$ cat src/rtl/band_meter_if.sv
// Bus bundle between the spectrum processing chain, band_meter and the display.
// Carries the sample strobe, seven band magnitudes, read-port select and all meter outputs.
// slave = meter side, master = driver/display side.
interface band_meter_if;
  logic        ready;
  logic [7:0]  freq1;
  logic [7:0]  freq2;
  logic [7:0]  freq3;
  logic [7:0]  freq4;
  logic [7:0]  freq5;
  logic [7:0]  freq6;
  logic [7:0]  freq7;
  logic        clear_clip;
  logic [2:0]  rd_sel;
  logic [55:0] levels;
  logic [55:0] peaks;
  logic [7:0]  rd_level;
  logic [7:0]  rd_peak;
  logic        frame_tick;
  logic [6:0]  clip;

  modport slave (
    input  ready, freq1, freq2, freq3, freq4, freq5, freq6, freq7, clear_clip, rd_sel,
    output levels, peaks, rd_level, rd_peak, frame_tick, clip
  );

  modport master (
    output ready, freq1, freq2, freq3, freq4, freq5, freq6, freq7, clear_clip, rd_sel,
    input  levels, peaks, rd_level, rd_peak, frame_tick, clip
  );
endinterface

$ cat src/rtl/band_meter.sv
// Seven-band display meter: instant-attack levels with per-frame linear decay, plus held peaks.
// Latency: levels/peaks change one cycle after the ready strobe; rd_level/rd_peak one cycle after rd_sel.
// No backpressure: ready is a free-running sample strobe. Optional sticky clip flags: BAND_METER_CLIP_LATCH_EN.
module band_meter #(
  parameter int FRAME_SAMPLES = 1024,
  parameter int DECAY_STEP    = 4,
  parameter int PEAK_DECAY    = 2,
  parameter int HOLD_FRAMES   = 30
) (
  input logic         clock,
  input logic         reset,
  band_meter_if.slave bus
);

  localparam int CW = (FRAME_SAMPLES > 1) ? $clog2(FRAME_SAMPLES) : 1;
  localparam int HW = $clog2(HOLD_FRAMES + 1);
  localparam logic [CW-1:0] CNT_LAST  = CW'(FRAME_SAMPLES - 1);
  localparam logic [8:0]    DSTEP     = 9'(DECAY_STEP);
  localparam logic [8:0]    PSTEP     = 9'(PEAK_DECAY);
  localparam logic [HW-1:0] HOLD_INIT = HW'(HOLD_FRAMES);

  // Saturating subtract done 9 bits wide so a small value never wraps to a large one.
  function automatic logic [7:0] sat_sub(input logic [7:0] a, input logic [8:0] b);
    sat_sub = ({1'b0, a} >= b) ? (a - b[7:0]) : 8'd0;
  endfunction

  function automatic logic [7:0] max8(input logic [7:0] a, input logic [7:0] b);
    max8 = (a > b) ? a : b;
  endfunction

  logic [6:0][7:0]    freq;
  logic [6:0][7:0]    arrive;
  logic [CW-1:0]      cnt_q, cnt_d;
  logic               tick_q, tick_d;
  logic [6:0][7:0]    level_q, level_d;
  logic [6:0][7:0]    peak_q, peak_d;
  logic [6:0][HW-1:0] hold_q, hold_d;
  logic [7:0]         rd_level_q, rd_level_d;
  logic [7:0]         rd_peak_q, rd_peak_d;
  logic [6:0]         clip_q, clip_d;

  assign freq = {bus.freq7, bus.freq6, bus.freq5, bus.freq4, bus.freq3, bus.freq2, bus.freq1};

  // Sample counter: wraps after FRAME_SAMPLES strobes and flags the frame for the next cycle.
  always_comb begin
    cnt_d  = cnt_q;
    tick_d = 1'b0;
    if (bus.ready) begin
      if (cnt_q == CNT_LAST) begin
        cnt_d  = '0;
        tick_d = 1'b1;
      end else begin
        cnt_d = cnt_q + CW'(1);
      end
    end
  end

  // Per-band level and peak update; peak logic sees the level value being written this cycle.
  always_comb begin
    level_d = level_q;
    peak_d  = peak_q;
    hold_d  = hold_q;
    arrive  = '0;
    for (int b = 0; b < 7; b++) begin
      arrive[b] = bus.ready ? freq[b] : 8'd0;
      if (tick_q) begin
        level_d[b] = max8(sat_sub(level_q[b], DSTEP), arrive[b]);
      end else if (bus.ready) begin
        level_d[b] = max8(level_q[b], freq[b]);
      end
      if (level_d[b] > peak_q[b]) begin
        peak_d[b] = level_d[b];
        hold_d[b] = HOLD_INIT;
      end else if (tick_q) begin
        if (hold_q[b] != '0) begin
          hold_d[b] = hold_q[b] - HW'(1);
        end else begin
          peak_d[b] = max8(sat_sub(peak_q[b], PSTEP), level_d[b]);
        end
      end
    end
  end

  // Read port samples the current registers; select 7 is out of range and reads zero.
  always_comb begin
    rd_level_d = 8'd0;
    rd_peak_d  = 8'd0;
    if (bus.rd_sel < 3'd7) begin
      rd_level_d = level_q[bus.rd_sel];
      rd_peak_d  = peak_q[bus.rd_sel];
    end
  end

`ifdef BAND_METER_CLIP_LATCH_EN
  // Sticky clip per band: a full-scale sample sets it, clear_clip drops it, a same-cycle set wins.
  always_comb begin
    clip_d = clip_q;
    for (int b = 0; b < 7; b++) begin
      clip_d[b] = (bus.ready && (freq[b] == 8'hFF)) || (clip_q[b] && !bus.clear_clip);
    end
  end
`else
  logic clear_clip_unused;
  assign clear_clip_unused = bus.clear_clip;
  assign clip_d = '0;
`endif

  // State registers; reset discards any partial frame.
  always_ff @(posedge clock or posedge reset) begin
    if (reset) begin
      cnt_q      <= '0;
      tick_q     <= 1'b0;
      level_q    <= '0;
      peak_q     <= '0;
      hold_q     <= '0;
      rd_level_q <= 8'd0;
      rd_peak_q  <= 8'd0;
      clip_q     <= '0;
    end else begin
      cnt_q      <= cnt_d;
      tick_q     <= tick_d;
      level_q    <= level_d;
      peak_q     <= peak_d;
      hold_q     <= hold_d;
      rd_level_q <= rd_level_d;
      rd_peak_q  <= rd_peak_d;
      clip_q     <= clip_d;
    end
  end

  assign bus.levels     = level_q;
  assign bus.peaks      = peak_q;
  assign bus.rd_level   = rd_level_q;
  assign bus.rd_peak    = rd_peak_q;
  assign bus.frame_tick = tick_q;
  assign bus.clip       = clip_q;

endmodule
$ cat src/flat_wrapper.sv
// flat-port wrapper written by rule: the top's interface ports become plain ports
module band_meter_flat 
#(
  parameter int FRAME_SAMPLES = 1024,
  parameter int DECAY_STEP    = 4,
  parameter int PEAK_DECAY    = 2,
  parameter int HOLD_FRAMES   = 30
)
  (clock, reset, bus_ready, bus_freq1, bus_freq2, bus_freq3, bus_freq4, bus_freq5, bus_freq6, bus_freq7, bus_clear_clip, bus_rd_sel, bus_levels, bus_peaks, bus_rd_level, bus_rd_peak, bus_frame_tick, bus_clip);
  band_meter_if bus_i ();
  input logic clock;
  input logic reset;
  input wire logic [$bits(bus_i.ready)-1:0] bus_ready;
  input wire logic [$bits(bus_i.freq1)-1:0] bus_freq1;
  input wire logic [$bits(bus_i.freq2)-1:0] bus_freq2;
  input wire logic [$bits(bus_i.freq3)-1:0] bus_freq3;
  input wire logic [$bits(bus_i.freq4)-1:0] bus_freq4;
  input wire logic [$bits(bus_i.freq5)-1:0] bus_freq5;
  input wire logic [$bits(bus_i.freq6)-1:0] bus_freq6;
  input wire logic [$bits(bus_i.freq7)-1:0] bus_freq7;
  input wire logic [$bits(bus_i.clear_clip)-1:0] bus_clear_clip;
  input wire logic [$bits(bus_i.rd_sel)-1:0] bus_rd_sel;
  output wire logic [$bits(bus_i.levels)-1:0] bus_levels;
  output wire logic [$bits(bus_i.peaks)-1:0] bus_peaks;
  output wire logic [$bits(bus_i.rd_level)-1:0] bus_rd_level;
  output wire logic [$bits(bus_i.rd_peak)-1:0] bus_rd_peak;
  output wire logic [$bits(bus_i.frame_tick)-1:0] bus_frame_tick;
  output wire logic [$bits(bus_i.clip)-1:0] bus_clip;
  assign bus_i.ready = bus_ready;
  assign bus_i.freq1 = bus_freq1;
  assign bus_i.freq2 = bus_freq2;
  assign bus_i.freq3 = bus_freq3;
  assign bus_i.freq4 = bus_freq4;
  assign bus_i.freq5 = bus_freq5;
  assign bus_i.freq6 = bus_freq6;
  assign bus_i.freq7 = bus_freq7;
  assign bus_i.clear_clip = bus_clear_clip;
  assign bus_i.rd_sel = bus_rd_sel;
  assign bus_levels = bus_i.levels;
  assign bus_peaks = bus_i.peaks;
  assign bus_rd_level = bus_i.rd_level;
  assign bus_rd_peak = bus_i.rd_peak;
  assign bus_frame_tick = bus_i.frame_tick;
  assign bus_clip = bus_i.clip;
  band_meter #(.FRAME_SAMPLES(FRAME_SAMPLES), .DECAY_STEP(DECAY_STEP), .PEAK_DECAY(PEAK_DECAY), .HOLD_FRAMES(HOLD_FRAMES)) u_core (.clock(clock), .reset(reset), .bus(bus_i));
endmodule
$ cat config.mk
export PLATFORM = sky130hd
export DESIGN_NAME = band_meter_flat
export DESIGN_NICKNAME = d
export VERILOG_FILES = /design/src/rtl/band_meter_if.sv /design/src/rtl/band_meter.sv /design/src/flat_wrapper.sv
export SDC_FILE = /design/constraint.sdc
export NUM_CORES = 1
export LEC_CHECK = 0
export BUFFER_PORTS_ARGS = -buffer_cell sky130_fd_sc_hd__buf_2
export CORE_ASPECT_RATIO = 0.6
export CORE_MARGIN = 8
export CORE_UTILIZATION = 61
export DETAILED_ROUTE_END_ITERATION = 12
export GPL_TIMING_DRIVEN = 1
export PLACE_DENSITY_LB_ADDON = 0.3
export SLEW_MARGIN = 20
export SYNTH_ARGS = -nofsm -noshare
export SYNTH_HDL_FRONTEND = slang
export SYNTH_SLANG_ARGS = --single-unit
export TNS_END_PERCENT = 100
$ cat constraint.sdc
create_clock -name clock -period 7.7 [get_ports clock]
set_input_delay 0.77 -clock clock [delete_from_list [all_inputs] [get_ports clock]]
set_output_delay 0.77 -clock clock [all_outputs]
set_load 0.02 [all_outputs]
======== Word level (Yosys, flattened, before mapping) ========
Cells that the tools add are included.
Widths: inputs -> output; s select.
cells by class
  equal/unequal tests ..................... 8
  reductions and logical operators ........ 35
  multiplexer cells ....................... 107
  $add $sub $neg .......................... 22
  $lt $le $gt $ge ......................... 44
operator list
  kind                   number
  $mux 8                 81
  $gt 8x8->1             28
  $mux 5                 21
  $ge 8x2->1 const B     7
  $ge 8x3->1 const B     7
  $sub 8x2->8 const B    7
  $sub 8x3->8 const B    7
  $bmux 8 s3             2
  $reduce_bool 5->1      7
  $sub 5x1->5 const B    7
  $reduce_and 2->1       14
  $reduce_bool 2->1      14
  $ne 2x1->1 const B     7
  $add 10x1->10 const B  1
  $eq 10x10->1 const B   1
  $mux 10                1
  $lt 3x4->1 const B     1
  $lt 3x3->1 const B     1
  $mux 1                 2
storage, ports and cells
  output and inout port bits .............. 136
  logic and storage cells ................. 241
  input bits .............................. 63
  bits in registers ....................... 174

======== Logic depth before layout (Yosys ltp) ========
Gate-level depths: netlist of the first run.
  word-level depth ........................ 10
  depth in mapped cells ................... 30
  mapped depth without buffers ............ 27

======== Least setup slack after synthesis of the first run ========
Ideal clock, no wire load.
  kind .................................... in2reg
  start ................................... in bus_ready
  end ..................................... reg u_core.peak_q, in the netlist u_core.bus.peaks[45]
  data required time ...................... 7.562 ns
  buffers on the path ..................... 9
  setup time .............................. 0.138 ns
  slack ................................... 1.274 ns
  arrival ................................. 6.289 ns
  stages on the path ...................... 29
  cells stage by stage .................... buf_4 -> buf_2 -> clkbuf_1 -> clkbuf_1 -> clkbuf_1 -> buf_1 -> buf_1 -> nand2_1 -> ha_1 -> a211oi_1 -> o21ai_0 -> a221o_1 -> o211ai_1 -> clkbuf_1 -> o311ai_0 -> o21ai_0 -> inv_1 -> ha_1 -> a21o_1 -> a21o_1 -> a211oi_1 -> nor2_1 -> o31a_1 -> o41ai_4 -> a21boi_2 -> buf_4 -> nor4b_1 -> nand3_1 -> o221ai_1
RTL lines
  element                 RTL line            RTL
  start: declaration      flat_wrapper.sv:13  input wire logic [$bits(bus_i.ready)-1:0] bus_ready;
  end signal: assignment  band_meter.sv:123   peak_q <= peak_d;
  end: declaration        band_meter.sv:36    logic [6:0][7:0] peak_q, peak_d;

==> qor.yml, run 1 <==
clock_network:
  cts.clk_slew.worst_paths_ps: 70
  postCtsSetupRepairBufs: 0
  post_cts_resized: 0
  cts.sink_count: 174
  htree_levels: 4
  root_buffer: "clkbuf_16"
  clkLatencyLatePin_ps: 470
  cts-root-to-sink-buffers: 2
  tritoncts: "built"
  cts-hold-fix-buffers: 0
  numCtsBuffers: 17
floorplan:
  start_util_pct: 61.5
  core.rowCount: 49
  die_w_um: 240
  boundaryPins: 199
  floorplan.die.height_um: 150
  die_area_um2: 36000
  core_area_um2: 29700
synth:
  post_synth.cell_area_avg_um2: 8.05
  ys_top_cells_by_area: "dfrtp_1 (24%), ha_1 (16%), nand2_1 (4.9%)"
  synth_largest_area_cell: "dfrtp_1"
  ys_seq_area_share_pct: 23.8
  syn_area_um2: 18300
  synth-main-ff-cell: "dfrtp_1"
  syn-instance-count: 2274
  yosysWarningCount: 0
  synthDistinctLibCells: 109
  postSynth.asyncResetShare_pct: 100
  yosys_register_bits: 174
  top_area_cell_type_share_of_the_netlist_area_pct: 23.8
  number_of_enable_flip_flop_cells_after_synthesis: 0
setup_path:
  ff2ff_path_depth: 25
  crit_required_ps: 8010
  cp_max_fo: 11
  timing_worst_setup_path_type: "reg -> reg"
  startpoint_type: "flop"
  worst-r2r-setup-slack_ps: 610
  max_stage_delay_ps: 540
  capturing_element_type_of_the_critical_path: "flop"
  slowest_stage: "or4b_1"
  reg_to_reg_critical_path_endpoint: "u_core.bus.peaks[30]"
  crit-reg2reg-launch: "u_core.bus.levels[27]"
  critical_path.startpoint: "u_core.bus.levels[27]"
  critPathArrivalTime_ps: 7400
timing:
  rsz0062_at_grt: "false"
  slew_viol_final: 0
  finalCritPeriodShare_pct: 92.1
  clock.fmax_ghz: 0.141
  tightestPinTransition_ps: 1040
  setup_slack_ps: 605
  finalHoldViolCount: 0
  finalSetupTns_ps: 0
  relSlewSlack_pct: 30.4
  timing.clock.skew_ps: 14.8
  finalSetupViolations: 0
  clock_period_minus_final_worst_setup_slack_ps: 7090
detailed_routing:
  drt_iter0_drc: 2449
  detail-route-antenna-nets: 0
  routed_wire_length_per_instance_um: 21.5
  routed.top_layer: "met5"
  first_pass_iters: 6
  met3WireLength_mm: 7.78
  drt_drc: 0
  final_routed_wirelength_mm: 61.0
  dr_wl_met2_mm: 25.2
  viasPerCell: 6.52
  via_count: 18539
  wl_met1_mm: 26.4
placement:
  place.detailed.hpwl_mm: 48.2
  placement.io_buffers: 190
  detailedPlace.worstSlack_ps: 883
  place.gp.congestion: 1.01
finish:
  finish.utilization_pct: 67.6
  final_nets: 2715
  most_common_cell_after_layout_fill_and_taps_aside: "nand2_1"
  area_growth_pct: 9.88
  drive_gt1_share_pct: 13.6
  final_cell_mix: "nand2_1 (241), ha_1 (232), inv_1 (223)"
global_routing:
  antenna_found_initial: 7
  groute.usage.overall_pct: 33.1
  grt.overflow.total: 0
  grt_pass1_vias: 17077
  pin_count_of_the_biggest_net_entering_global_routing: 73
  first_pass_grt_wire_length_mm: 94.3
status:
  status: "finished clean"
flow_run:
  cap_viol_max_count: 0
hold_path:
  hold_class: "in -> async"
[synth_stat cells, types with 28 or more instances]
cell type	count
xnor2_1	66
nor2_1	186
a21oi_1	129
nand2_1	241
a21o_1	41
nand4_1	33
a31oi_1	29
inv_1	225
nand2b_1	44
dfrtp_1	174
nor3_1	52
nand3_1	75
and2_1	35
mux2i_1	48
o21ai_0	109
ha_1	232
clkbuf_1	50
nor2b_1	28
[final cells by class]
class / instances / area, um2
repair buffers: 208 / 1090
clock inverters: 13 / 131
inverters: 227 / 857
clock buffers: 18 / 429
diodes: 5 / 12.5
flip-flops and latches: 174 / 4360
multi-input cells: 1792 / 12700
fillers: 2494 / 9630
well taps: 408 / 510
[layer usage]
layer / vias up / GRT usage, %
met4: 2 / 11.3
met3: 119 / 7.70
met1: 8791 / 48.7
met5: - / 0
met2: 1107 / 46.7
li1: 8520 / -
[worst max-delay path: cells and delay by family (launching register included)]
kind                     cells  cell delay [ps]
adder cells (fa/ha/maj)      3              860
AO/OA/AOI/OAI               10             2850
AND/OR/NAND/NOR              9             2090
buffers and inverters        3              620
flip-flops                   1              500
[registers in the layout, indices dropped and copies added (netlist names)]
signal / cells
u_core.bus.rd_level: 8
u_core.bus.frame_tick: 1
u_core.hold_q: 35
u_core.cnt_q: 10
u_core.bus.levels: 56
u_core.bus.rd_peak: 8
u_core.bus.peaks: 56
[how the worst max path moves through the flow]
| stage | cells after the start | endpoint | slack [ps] |
|---|---|---|---|
| floorplan | 29 | u_core.bus.peaks[45] | 1270 |
| global placement | 25 | u_core.bus.peaks[43] | 1050 |
| detailed placement | 25 | u_core.bus.peaks[30] | 880 |
| CTS | 25 | u_core.bus.peaks[30] | 840 |
| global route | 26 | u_core.bus.peaks[54] | 190 |
| finish | 25 | u_core.bus.peaks[30] | 610 |
[metrics by stage]
step                      instance area [um2]  std cells  hold WS, ps
after CTS                               20100       2840          277
after floorplan                         18300       2280          446
final                                   20100       2845          278
after global routing                    20100       2844          291
after detailed placement                19500       2809          463
after global placement                  19500       2809          467
[cell families (layout without fill, tap and decap cells)]
kind of cell    Yosys count  in the layout  synth area share, %
simple gates            823            823                 22.5
mux                      84             84                 5.85
fa+ha+maj               234            234                 16.0
other cells               1             12               0.0205
flops                   174            174                 23.8
buf+inv                 314            466                 6.80
compound gates          566            566                 21.3
xor+xnor                 78             78                 3.73
Power of run 1 is left out: the tool's default activity adds up to more than one toggle a clock period on the data nets, which glitch-free logic cannot reach.
==> run 2, diff against run 1 <==
CORE_MARGIN = unset   (was 8)
==> run 2 against run 1 <==
Compared with the run above: die area down 15%; worst hold slack better by 130 ps; global-route usage up 7.6 points; first-iteration DRC count down 0.57%; largest cell class unchanged; fmax up 0.64%; final cell count fell by 0.53%; clock skew grew 1.2 ps; critical path depth fell by 1; critical endpoint is now u_core.bus.peaks[5]; core utilization increased by 1.5 points.
==> qor.yml, run 2 (same netlist as run 1, synthesis figures left out) <==
timing:
  finalSetupViolations: 0
  finalHoldViolCount: 0
  setup_slack_ps: 650
  clock.fmax_ghz: 0.142
  clock_period_minus_final_worst_setup_slack_ps: 7050
  tightestPinTransition_ps: 971
  relSlewSlack_pct: 35.3
  timing.clock.skew_ps: 15.9
  slew_viol_final: 0
  finalCritPeriodShare_pct: 91.6
  finalSetupTns_ps: 0
  rsz0062_at_grt: "false"
detailed_routing:
  detail-route-antenna-nets: 0
  first_pass_iters: 9
  routed_wire_length_per_instance_um: 21.8
  via_count: 18777
  viasPerCell: 6.63
  final_routed_wirelength_mm: 61.8
  drt_drc: 0
  drt_iter0_drc: 2435
hold_path:
  hold_class: "in -> async"
clock_network:
  cts.clk_slew.worst_paths_ps: 80
  htree_levels: 4
  numCtsBuffers: 17
  cts.sink_count: 174
  postCtsSetupRepairBufs: 0
  cts-hold-fix-buffers: 0
  root_buffer: "clkbuf_16"
  post_cts_resized: 0
  clkLatencyLatePin_ps: 450
  cts-root-to-sink-buffers: 2
  tritoncts: "built"
placement:
  placement.cell_area_um2: 19500
  place.gp.congestion: 1.02
  place.detailed.hpwl_mm: 47.8
  placement.io_buffers: 190
  detailedPlace.worstSlack_ps: 920
floorplan:
  floorplan.die.height_um: 136
  core.rowCount: 48
  core_area_um2: 29100
  die_area_um2: 30700
  die_w_um: 226
  start_util_pct: 62.8
  boundaryPins: 199
setup_path:
  cp-endpoint: "u_core.bus.peaks[5]"
  crit-reg2reg-launch: "u_core.bus.levels[2]"
  crit_required_ps: 8080
  ff2ff_path_depth: 24
  critical_path.startpoint: "u_core.bus.levels[2]"
  capturing_element_type_of_the_critical_path: "flop"
  startpoint_type: "flop"
  worst-r2r-setup-slack_ps: 650
  critPathArrivalTime_ps: 7430
  reg_to_reg_critical_path_endpoint: "u_core.bus.peaks[5]"
  cp_max_fo: 12
  timing_worst_setup_path_type: "reg -> reg"
status:
  status: "finished clean"
finish:
  drive_gt1_share_pct: 13.5
  fillers: 2420
  diodes_inserted: 0
  final_cell_mix: "nand2_1 (241), ha_1 (232), inv_1 (223)"
  final_nets: 2712
  stdcell_area_um2: 20100
  most_common_cell_after_layout_fill_and_taps_aside: "nand2_1"
  area_growth_pct: 10.1
global_routing:
  first_pass_grt_wire_length_mm: 95.9
  antenna_found_initial: 6
  grt-busiest-layer: "met1"
  groute.layer.met1.usage_pct: 59.9
  grt_pass1_vias: 17280
  pin_count_of_the_biggest_net_entering_global_routing: 69
  groute.usage.overall_pct: 40.6
  use_met3_pct: 9.19
  grt.overflow.total: 0
  gr_met2_demand_resource_pct: 58.8
flow_run:
  cap_viol_max_count: 0
run 2: changes by cell type in the layout (fill, tap and decap cells not counted), sizes merged:
cell and delta:
clkbuf +5, diode -5, inv -5, buf -3, bufinv +2, clkinv -1
run 2: area by class of cell:
cell class | instances | area [um2] | area share (%)
flip-flops and latches | 174 | 4360 | 21.6
clock buffers | 23 | 498 | 2.47
clock inverters | 9 | 131 | 0.652
well taps | 400 | 500 | 2.48
multi-input cells | 1792 | 12700 | 63.2
repair buffers | 205 | 1080 | 5.34
inverters | 227 | 857 | 4.25
run 2: critical path: stages (launching register included):
cell and delay (ps):
dfrtp_1 540, inv_1 120, ha_1 170, nor3b_1 440, and3_1 380, a21oi_1 110, ha_1 340, a211o_1 280
a211o_1 340, a2bb2oi_1 170, o2111ai_2 370, nor2_1 170, a222oi_1 500, inv_1 180, ha_1 220, a21o_1 170
a21o_1 170, a21o_1 210, o22ai_1 130, o21ai_0 110, a21o_1 180, o22ai_1 640, o211ai_2 520, o21ai_0 360
o2bb2ai_1 150
run 2: worst min-delay path by stage:
stage               startpoint                   to  slack (ps)
2_1_floorplan  u_core.cnt_q[6]      u_core.cnt_q[6]         450
3_3_place_gp   u_core.cnt_q[6]      u_core.cnt_q[6]         470
3_5_place_dp   u_core.cnt_q[6]      u_core.cnt_q[6]         490
4_1_cts                  reset  u_core.bus.peaks[7]         430
5_1_grt                  reset  u_core.bus.peaks[7]         460
6_report                 reset  u_core.bus.peaks[7]         400
run 2: metal layers:
layer / share of wire, % / vias to the layer above
li1: - / 8482
met1: 43 / 8899
met2: 41 / 1231
met3: 13 / 161
met4: 2.4 / 4
met5: 0.050 / -
run 2: metrics by stage:
stage          util [%]  hold slack, ps  instances
6_report           69.2             403       2830
3_3_place_gp       67.0             465       2798
3_5_place_dp       67.0             490       2798
5_1_grt            69.2             458       2830
2_1_floorplan         -             446       2280
4_1_cts            69.2             428       2830
Power of run 2 is left out for the same reason.
